<file path="config.mk">
export PLATFORM = sky130hd
export DESIGN_NAME = half_cdc_arb
export DESIGN_NICKNAME = d
export VERILOG_FILES = /design/src/rtl/half_cdc_arb.sv
export SDC_FILE = /design/constraint.sdc
export NUM_CORES = 1
export LEC_CHECK = 0
export CORE_MARGIN = 8
export CORE_UTILIZATION = 36
export DETAILED_ROUTE_END_ITERATION = 10
export PLACE_DENSITY_LB_ADDON = 0.15
export SYNTH_ARGS = -nofsm -noshare
export SYNTH_HDL_FRONTEND = slang
export SYNTH_SLANG_ARGS = --single-unit
</file>
<file path="constraint.sdc">
create_clock -name clk -period 1.9 [get_ports clk]
set_input_delay 0.38 -clock clk [delete_from_list [all_inputs] [get_ports clk]]
set_output_delay 0.38 -clock clk [all_outputs]
set_load 0.03 [all_outputs]
</file>
<file path="src/rtl/half_cdc_arb.sv">
// Round-robin arbiter merging NUM_SRC valid/ready sources onto one registered,
// source-tagged lane that feeds the half_cdc t0 port.
module half_cdc_arb #(
    parameter int unsigned NUM_SRC   = 4,
    parameter int unsigned DATA_W    = 32,
    parameter int unsigned MAX_BURST = 16,
    localparam int unsigned SRC_W    = $clog2(NUM_SRC)
) (
    input  logic                      clk,
    input  logic                      reset,
    input  logic [NUM_SRC-1:0]        en_mask,
    input  logic [NUM_SRC*DATA_W-1:0] s_data,
    input  logic [NUM_SRC-1:0]        s_valid,
    input  logic [NUM_SRC-1:0]        s_last,
    output logic [NUM_SRC-1:0]        s_ready,
    output logic [DATA_W-1:0]         o_data,
    output logic                      o_valid,
    output logic                      o_last,
    output logic [SRC_W-1:0]          o_src,
    input  logic                      o_ready,
    output logic                      grant_active
);

    localparam int unsigned CNT_W = $clog2(MAX_BURST + 1);

    typedef enum logic {
        IDLE,
        GRANT
    } state_t;

    state_t             state;
    logic [SRC_W-1:0]   grant_idx;
    logic [SRC_W-1:0]   last_idx;
    logic [CNT_W-1:0]   beat_cnt;

    logic [NUM_SRC-1:0] req;
    logic [SRC_W-1:0]   pick;
    logic [SRC_W-1:0]   rr_idx;
    logic               g_valid;
    logic               g_last;
    logic [DATA_W-1:0]  g_data;
    logic               load;
    logic               accept;
    logic               burst_end;
    logic               release_grant;

    assign req           = s_valid & en_mask;
    assign load          = !o_valid || o_ready;
    assign accept        = (state == GRANT) && g_valid && load;
    assign burst_end     = (beat_cnt == CNT_W'(MAX_BURST - 1));
    assign release_grant = g_last || burst_end;
    assign grant_active  = (state == GRANT);

    // Mux the granted source's beat.
    always_comb begin
        g_valid = 1'b0;
        g_last  = 1'b0;
        g_data  = '0;
        for (int i = 0; i < int'(NUM_SRC); i++) begin
            if (grant_idx == SRC_W'(i)) begin
                g_valid = s_valid[i];
                g_last  = s_last[i];
                g_data  = s_data[i*DATA_W +: DATA_W];
            end
        end
    end

    // Round-robin search from last_idx+1; scanning downward lets the nearest hit win.
    always_comb begin
        pick   = '0;
        rr_idx = '0;
        for (int i = int'(NUM_SRC); i >= 1; i--) begin
            rr_idx = SRC_W'((int'(last_idx) + i) % int'(NUM_SRC));
            if (req[rr_idx]) begin
                pick = rr_idx;
            end
        end
    end

    always_comb begin
        s_ready = '0;
        if (state == GRANT) begin
            s_ready[grant_idx] = load;
        end
    end

    always_ff @(posedge clk) begin
        if (reset) begin
            state     <= IDLE;
            grant_idx <= '0;
            last_idx  <= SRC_W'(NUM_SRC - 1);
            beat_cnt  <= '0;
            o_valid   <= 1'b0;
            o_data    <= '0;
            o_last    <= 1'b0;
            o_src     <= '0;
        end else begin
            case (state)
                IDLE: begin
                    if (|req) begin
                        grant_idx <= pick;
                        beat_cnt  <= '0;
                        state     <= GRANT;
                    end
                end
                GRANT: begin
                    if (accept) begin
                        beat_cnt <= beat_cnt + CNT_W'(1);
                        if (release_grant) begin
                            state    <= IDLE;
                            last_idx <= grant_idx;
                        end
                    end
                end
                default: state <= IDLE;
            endcase

            // Output register: load on accept, drain when consumed, hold under backpressure.
            if (accept) begin
                o_data  <= g_data;
                o_src   <= grant_idx;
                o_valid <= 1'b1;
                o_last  <= release_grant;
            end else if (load) begin
                o_valid <= 1'b0;
            end
        end
    end

endmodule

</file>
* After elaboration in Yosys (flattened, before gate mapping)
Index checks and enable logic that the tools add are counted.
Operators by class: add/subtract/negate cells 5, multiply operators 0, divide/modulo/power cells 0, $lt $le $gt $ge 6, equal/unequal tests 6, shifts and indexed selects 0, mux-type cells 36, bitwise operators 3, reductions and logical operators 12
Operator list (count):
- 32-bit 2-to-1 mux | 4
- 1-bit 2-to-1 mux | 18
- 2-bit by 3-bit < comparator with 1-bit output (second input constant) | 5
- 5-bit 2-to-1 mux | 2
- 5-bit case mux with 2 select lines | 1
- 4-bit bitwise AND | 2
- 1-bit binary-select mux with 2-bit select | 4
- 2-bit 2-to-1 mux | 4
- 5-bit by 1-bit adder with 5-bit output (second input constant) | 1
- 5-bit by 4-bit == test with 1-bit output (second input constant) | 1
- 2-bit by 1-bit adder with 2-bit output (second input constant) | 2
- 2-bit adder (second input constant) | 2
- 2-bit == test (second input constant) | 2
- 4-bit 2-to-1 mux | 1
- 2-bit AND reduction | 2
- 4-bit OR reduction | 1
- 1-bit logical AND | 3
- 3-bit AND reduction | 1
- 1-bit demux with 2-bit select | 1
- 2-bit by 1-bit == test with 1-bit output (second input constant) | 1
- 2-bit by 1-bit >= comparator with 1-bit output (second input constant) | 1
- 2-bit logical NOT | 1
- 1-bit logical OR | 2
- 2-bit by 1-bit inequality test with 1-bit output (second input constant) | 1
- 5 further kinds | 5
Word-level totals: register bits 46, bits in latches 0, bits in writable memories 0, ROM bits 0, output and inout port bits 41, word-level logic and storage cells 76, memories 0

* Depth between registers and ports, before layout
depth in word-level cells 9, depth in mapped cells 7, depth with buffers taken out 6

* Worst setup path before layout
OpenSTA, ideal clock, no wires.
kind reg2out, start point reg grant_idx[1], end point out s_ready[2], arrival time 1.660 ns, path slack -0.140 ns, cell stages (with the launch flop) 5, cells stage by stage dfxtp_1 buf_2 buf_1 inv_1 nor3_1
On the way: word-level cells in the longest chain between the ends 6
RTL lines:
- start: declaration | line 32 | logic [SRC_W-1:0] grant_idx;
- start signal: assignment | line 101 | grant_idx <= pick;
- 2-bit by 3-bit < comparator with 1-bit output (implied by the code) or 2-bit by 1-bit >= comparator with 1-bit output (tied branches) | line 83 | s_ready[grant_idx] = load;
- 1-bit logical AND (implied by the code) | line 83
- 1-bit 2-to-1 mux (implied by the code) | line 83
- 1-bit demux with 2-bit select * | line 83
- 4-bit bitwise AND (no line) *
- 4-bit 2-to-1 mux * | line 82 | if (state == GRANT) begin
- end: declaration | line 15 | output logic [NUM_SRC-1:0] s_ready,
Mark *: on every way between the ends. The rest lies on a longest branch, timed or not.

* Final worst setup path
start point in o_ready, end point out s_ready[2]
On the way: word-level cells in the longest chain between the ends 3
RTL lines:
- start: declaration | line 20 | input logic o_ready,
- 1-bit logical OR | line 48 | assign load = !o_valid || o_ready;
- 4-bit bitwise AND (no line)
- 4-bit 2-to-1 mux | line 82
No other way between the ends.

==> impl_metrics.py <==
metrics = {
    "run_status": {
        "run_status": "finished, final reports clean",
    },
    "grt": {
        "use_met1_pct": 18.2,
        "grt_pass1_wl_mm": 14.1,
        "grt_pass1_vias": 2930,
        "use_met2_pct": 30.2,
        "use_met3_pct": 5.56,
        "grt.busiest_layer": "met2",
        "grt.total_usage_pct": 16.8,
        "antenna_found_initial": 0,
        "grt.overflow.total": 0,
        "grt_start_max_net_pins": 38,
    },
    "sta": {
        "period_needed_ps": 1840,
        "rsz0062_at_grt": "true",
        "slew_headroom_pct": 63.5,
        "setup_viol": 0,
        "worst_slew_pin_slew_ps": 547,
        "drv_slew": 0,
        "hold_viol": 0,
        "fin_ws_ps": 64.9,
        "tns_ps": 0,
        "max_freq_ghz": 0.545,
        "finalCritPeriodShare_pct": 96.6,
        "skew_ps": 4.17,
    },
    "flow_run": {
        "maxCapViolCount": 0,
    },
    "cells_and_area": {
        "drive_above_1_share_pct": 20.8,
        "fillers": 624,
        "final_common_cell": "clkdlybuf4s50_1",
        "seqCellArea_sq_um": 923,
        "fin_nets": 605,
        "multi_input_area_sq_um": 1650,
        "area_delta_synth_final_pct": 75.7,
        "layout_common_cells": "clkdlybuf4s50_1 (178), nand2_1 (56), dfxtp_1 (44)",
        "num_antenna_cells": 0,
    },
    "floorplan": {
        "fp.coreArea_sq_um": 7570,
        "initial_utilization_pct": 36.2,
        "fp.dieH_microns": 103,
        "dieArea_sq_um": 10700,
        "core.rowCount": 32,
        "ios": 184,
        "die_w_microns": 103,
    },
    "placement": {
        "gp_congestion": 0.798,
        "place.detailed.hpwl_mm": 7.50,
        "place_worst_setup_slack_ps": -208,
        "numPortBuffers": 183,
    },
    "logic_synthesis": {
        "synthXorXnorAreaFrac_pct": 0.640,
        "synth_fa_ha_area_share_pct": 0.914,
        "syn_area_per_cell_sq_um": 10.0,
        "ys_ff_latch": 46,
        "synth_top_family_by_area": "multiplexers",
        "synth_compound_area_share_pct": 12.5,
        "ys_types": 33,
        "synth.area.mux_share_pct": 28.0,
        "yosys_warnings": 0,
        "yosys.area_share.simple_pct": 17.8,
        "postSynthCellCount": 274,
        "yosysSeqAreaShare_pct": 33.6,
        "syn-num-nets": 419,
        "synth_area_sq_um": 2740,
    },
    "worst_setup_path": {
        "crit_family": "buffers and inverters",
        "cpPeakStageDelay_ps": 450,
        "path_buf_inv": 2,
        "r2r-start": "grant_idx[0]$_SDFFE_PP0P_",
        "path_class": "in2out",
        "crit_path_end_kind": "primary output",
        "ff2ff_setup_slack_ps": 210,
        "cpMaxStageDelayCell": "clkdlybuf4s50_1",
        "critPathRequiredTime_ps": 1520,
        "critical_path.endpoint": "s_ready[2]",
        "cp.depth": 5,
        "rr_worst_depth": 4,
        "crit_fanout": 7,
        "cp-start-kind": "input port",
        "worstPathArrival_ps": 1460,
        "r2r-end": "o_data[12]$_SDFFE_PP0P_",
        "worstPathCellList": "clkdlybuf4s50_1, nand2b_2, nand2_1, nor3_2, buf_4",
        "crit_start": "o_ready",
    },
    "clock_tree": {
        "post_cts_buffers": 0,
        "cts-htree-levels": 2,
        "cts_buffer_depth": 2,
        "cts_root_buffer": "clkbuf_8",
        "hold_buffers": 0,
        "path_clk_slew_ps": 80,
        "clock_sinks": 46,
        "cts_tree": "done",
        "cts_inserted_buffers": 5,
        "clk_latency_ps": 280,
    },
    "power_and_ir_drop": {
        "p_per_area_nw_per_um2": 611,
        "p_leak_nw": 1.68,
        "ir_drop_v": 0.000300,
        "p_total_mw": 2.94,
    },
    "drt": {
        "ant_nets": 0,
        "drc": 0,
        "wl_per_cell_microns": 16.3,
        "drt-total-wl_mm": 9.19,
        "drtIter0Drc": 91,
        "avgViaCountPerCell": 5.00,
        "dr_total_vias": 2813,
        "drt_pre_antenna_iters": 4,
    },
    "worst_hold_path": {
        "hold_path_depth": 2,
        "hold_path.class": "reg2reg",
    },
}
## flip-flops by register name, summed over array words and instances, names as in the netlist
| name | count |
|---|---|
| beat_cnt | 5 |
| grant_active | 1 |
| grant_idx | 2 |
| last_idx | 2 |
| o_data | 32 |
| o_last | 1 |
| o_src | 2 |
| o_valid | 1 |
## worst reg2reg max path, delay by kind of cell, from the launching register on
family / cells / cell delay (ps)
multiplexers: 1 / 410
AND/OR/NAND/NOR: 2 / 710
flip-flops: 1 / 360
AO/OA/AOI/OAI: 1 / 140
## through the flow
step	hold slack (ps)	util [%]	instances	cell area [sq um]
after CTS	457	63.6	563	4810
after global routing	473	63.6	563	4810
after detailed placement	446	62.4	555	4720
after global placement	441	62.4	555	4720
final	454	63.6	563	4810
after floorplan	448	-	274	2750
## power breakdown
group	internal, mW	switching (mW)	total, mW
Combinational	0.705	0.552	1.26
Clock	0.293	0.296	0.589
Sequential	1.04	0.0506	1.09
## cells by family (layout without fill, tap and decap cells)
| group | count (synthesis) | count (layout) |
|---|---|---|
| xor gates and xnor gates | 2 | 2 |
| buffers and inverters | 28 | 215 |
| and+or+nand+nor | 103 | 103 |
| DFF | 46 | 46 |
| AOI/OAI and AO/OA | 59 | 59 |
| muxes | 34 | 34 |
| adders and majority gates | 2 | 2 |
## Yosys cell counts
library cell | n | area, sq um
o22ai_1 | 1 | 6.26
nand2_1 | 56 | 210
nor2_1 | 6 | 22.5
o211ai_1 | 1 | 7.51
nor3b_1 | 1 | 7.51
buf_2 | 3 | 15.0
mux4_2 | 34 | 766
and3_1 | 2 | 12.5
a22oi_1 | 2 | 15.0
dfxtp_1 | 46 | 921
o2111ai_2 | 1 | 15.0
nand2b_1 | 4 | 25.0
a31o_2 | 2 | 17.5
a221oi_1 | 1 | 8.76
o21ai_0 | 3 | 15.0
clkbuf_4 | 2 | 15.0
a21oi_1 | 42 | 210
a311oi_1 | 3 | 26.3
buf_6 | 8 | 90.1
nand4_1 | 2 | 12.5
a31oi_1 | 2 | 12.5
inv_1 | 4 | 15.0
ha_1 | 2 | 25.0
xor2_1 | 2 | 17.5
nand2_2 | 20 | 125
and3_4 | 1 | 11.3
buf_1 | 1 | 3.75
nand3_2 | 1 | 10.0
nor3_1 | 5 | 25.0
a211o_1 | 1 | 8.76
nand3_1 | 5 | 25.0
buf_4 | 1 | 7.51
clkbuf_1 | 9 | 33.8
## routing by layer
layer | share of wire (%) | vias to the layer above
li1 | - | 1370
met1 | 38 | 1312
met2 | 50 | 122
met3 | 11 | 9
met4 | 1.5 | 0
met5 | 0 | -
## timing repair
item                                    CTS  global route
gates resized for setup                   1             0
cloned                                    0             0
pin swaps                                 0             1
endpoints found under the setup margin    2             2
## area by class of cell
| class | instances | share of cell area [%] |
|---|---|---|
| Sequential cell | 46 | 19.2 |
| Tap cell | 102 | 2.65 |
| Clock inverter | 1 | 0.104 |
| Timing Repair Buffer | 203 | 41.7 |
| Clock buffer | 7 | 1.79 |
| Multi-Input combinational cell | 200 | 34.3 |
| Inverter | 4 | 0.312 |
## how the worst min path moves through the flow
stage	startpoint	end	slack [ps]
5_1_grt	o_src[0]$_SDFFE_PP0P_	o_src[0]$_SDFFE_PP0P_	470
4_1_cts	o_src[1]$_SDFFE_PP0P_	o_src[1]$_SDFFE_PP0P_	460
3_3_place_gp	o_src[0]$_SDFFE_PP0P_	o_src[0]$_SDFFE_PP0P_	440
6_report	o_data[0]$_SDFFE_PP0P_	o_data[0]$_SDFFE_PP0P_	450
3_5_place_dp	o_src[1]$_SDFFE_PP0P_	o_src[1]$_SDFFE_PP0P_	450
2_1_floorplan	beat_cnt[4]$_SDFFE_PP0P_	beat_cnt[4]$_SDFFE_PP0P_	450
Note: power is estimated with default switching activity, not from simulation.
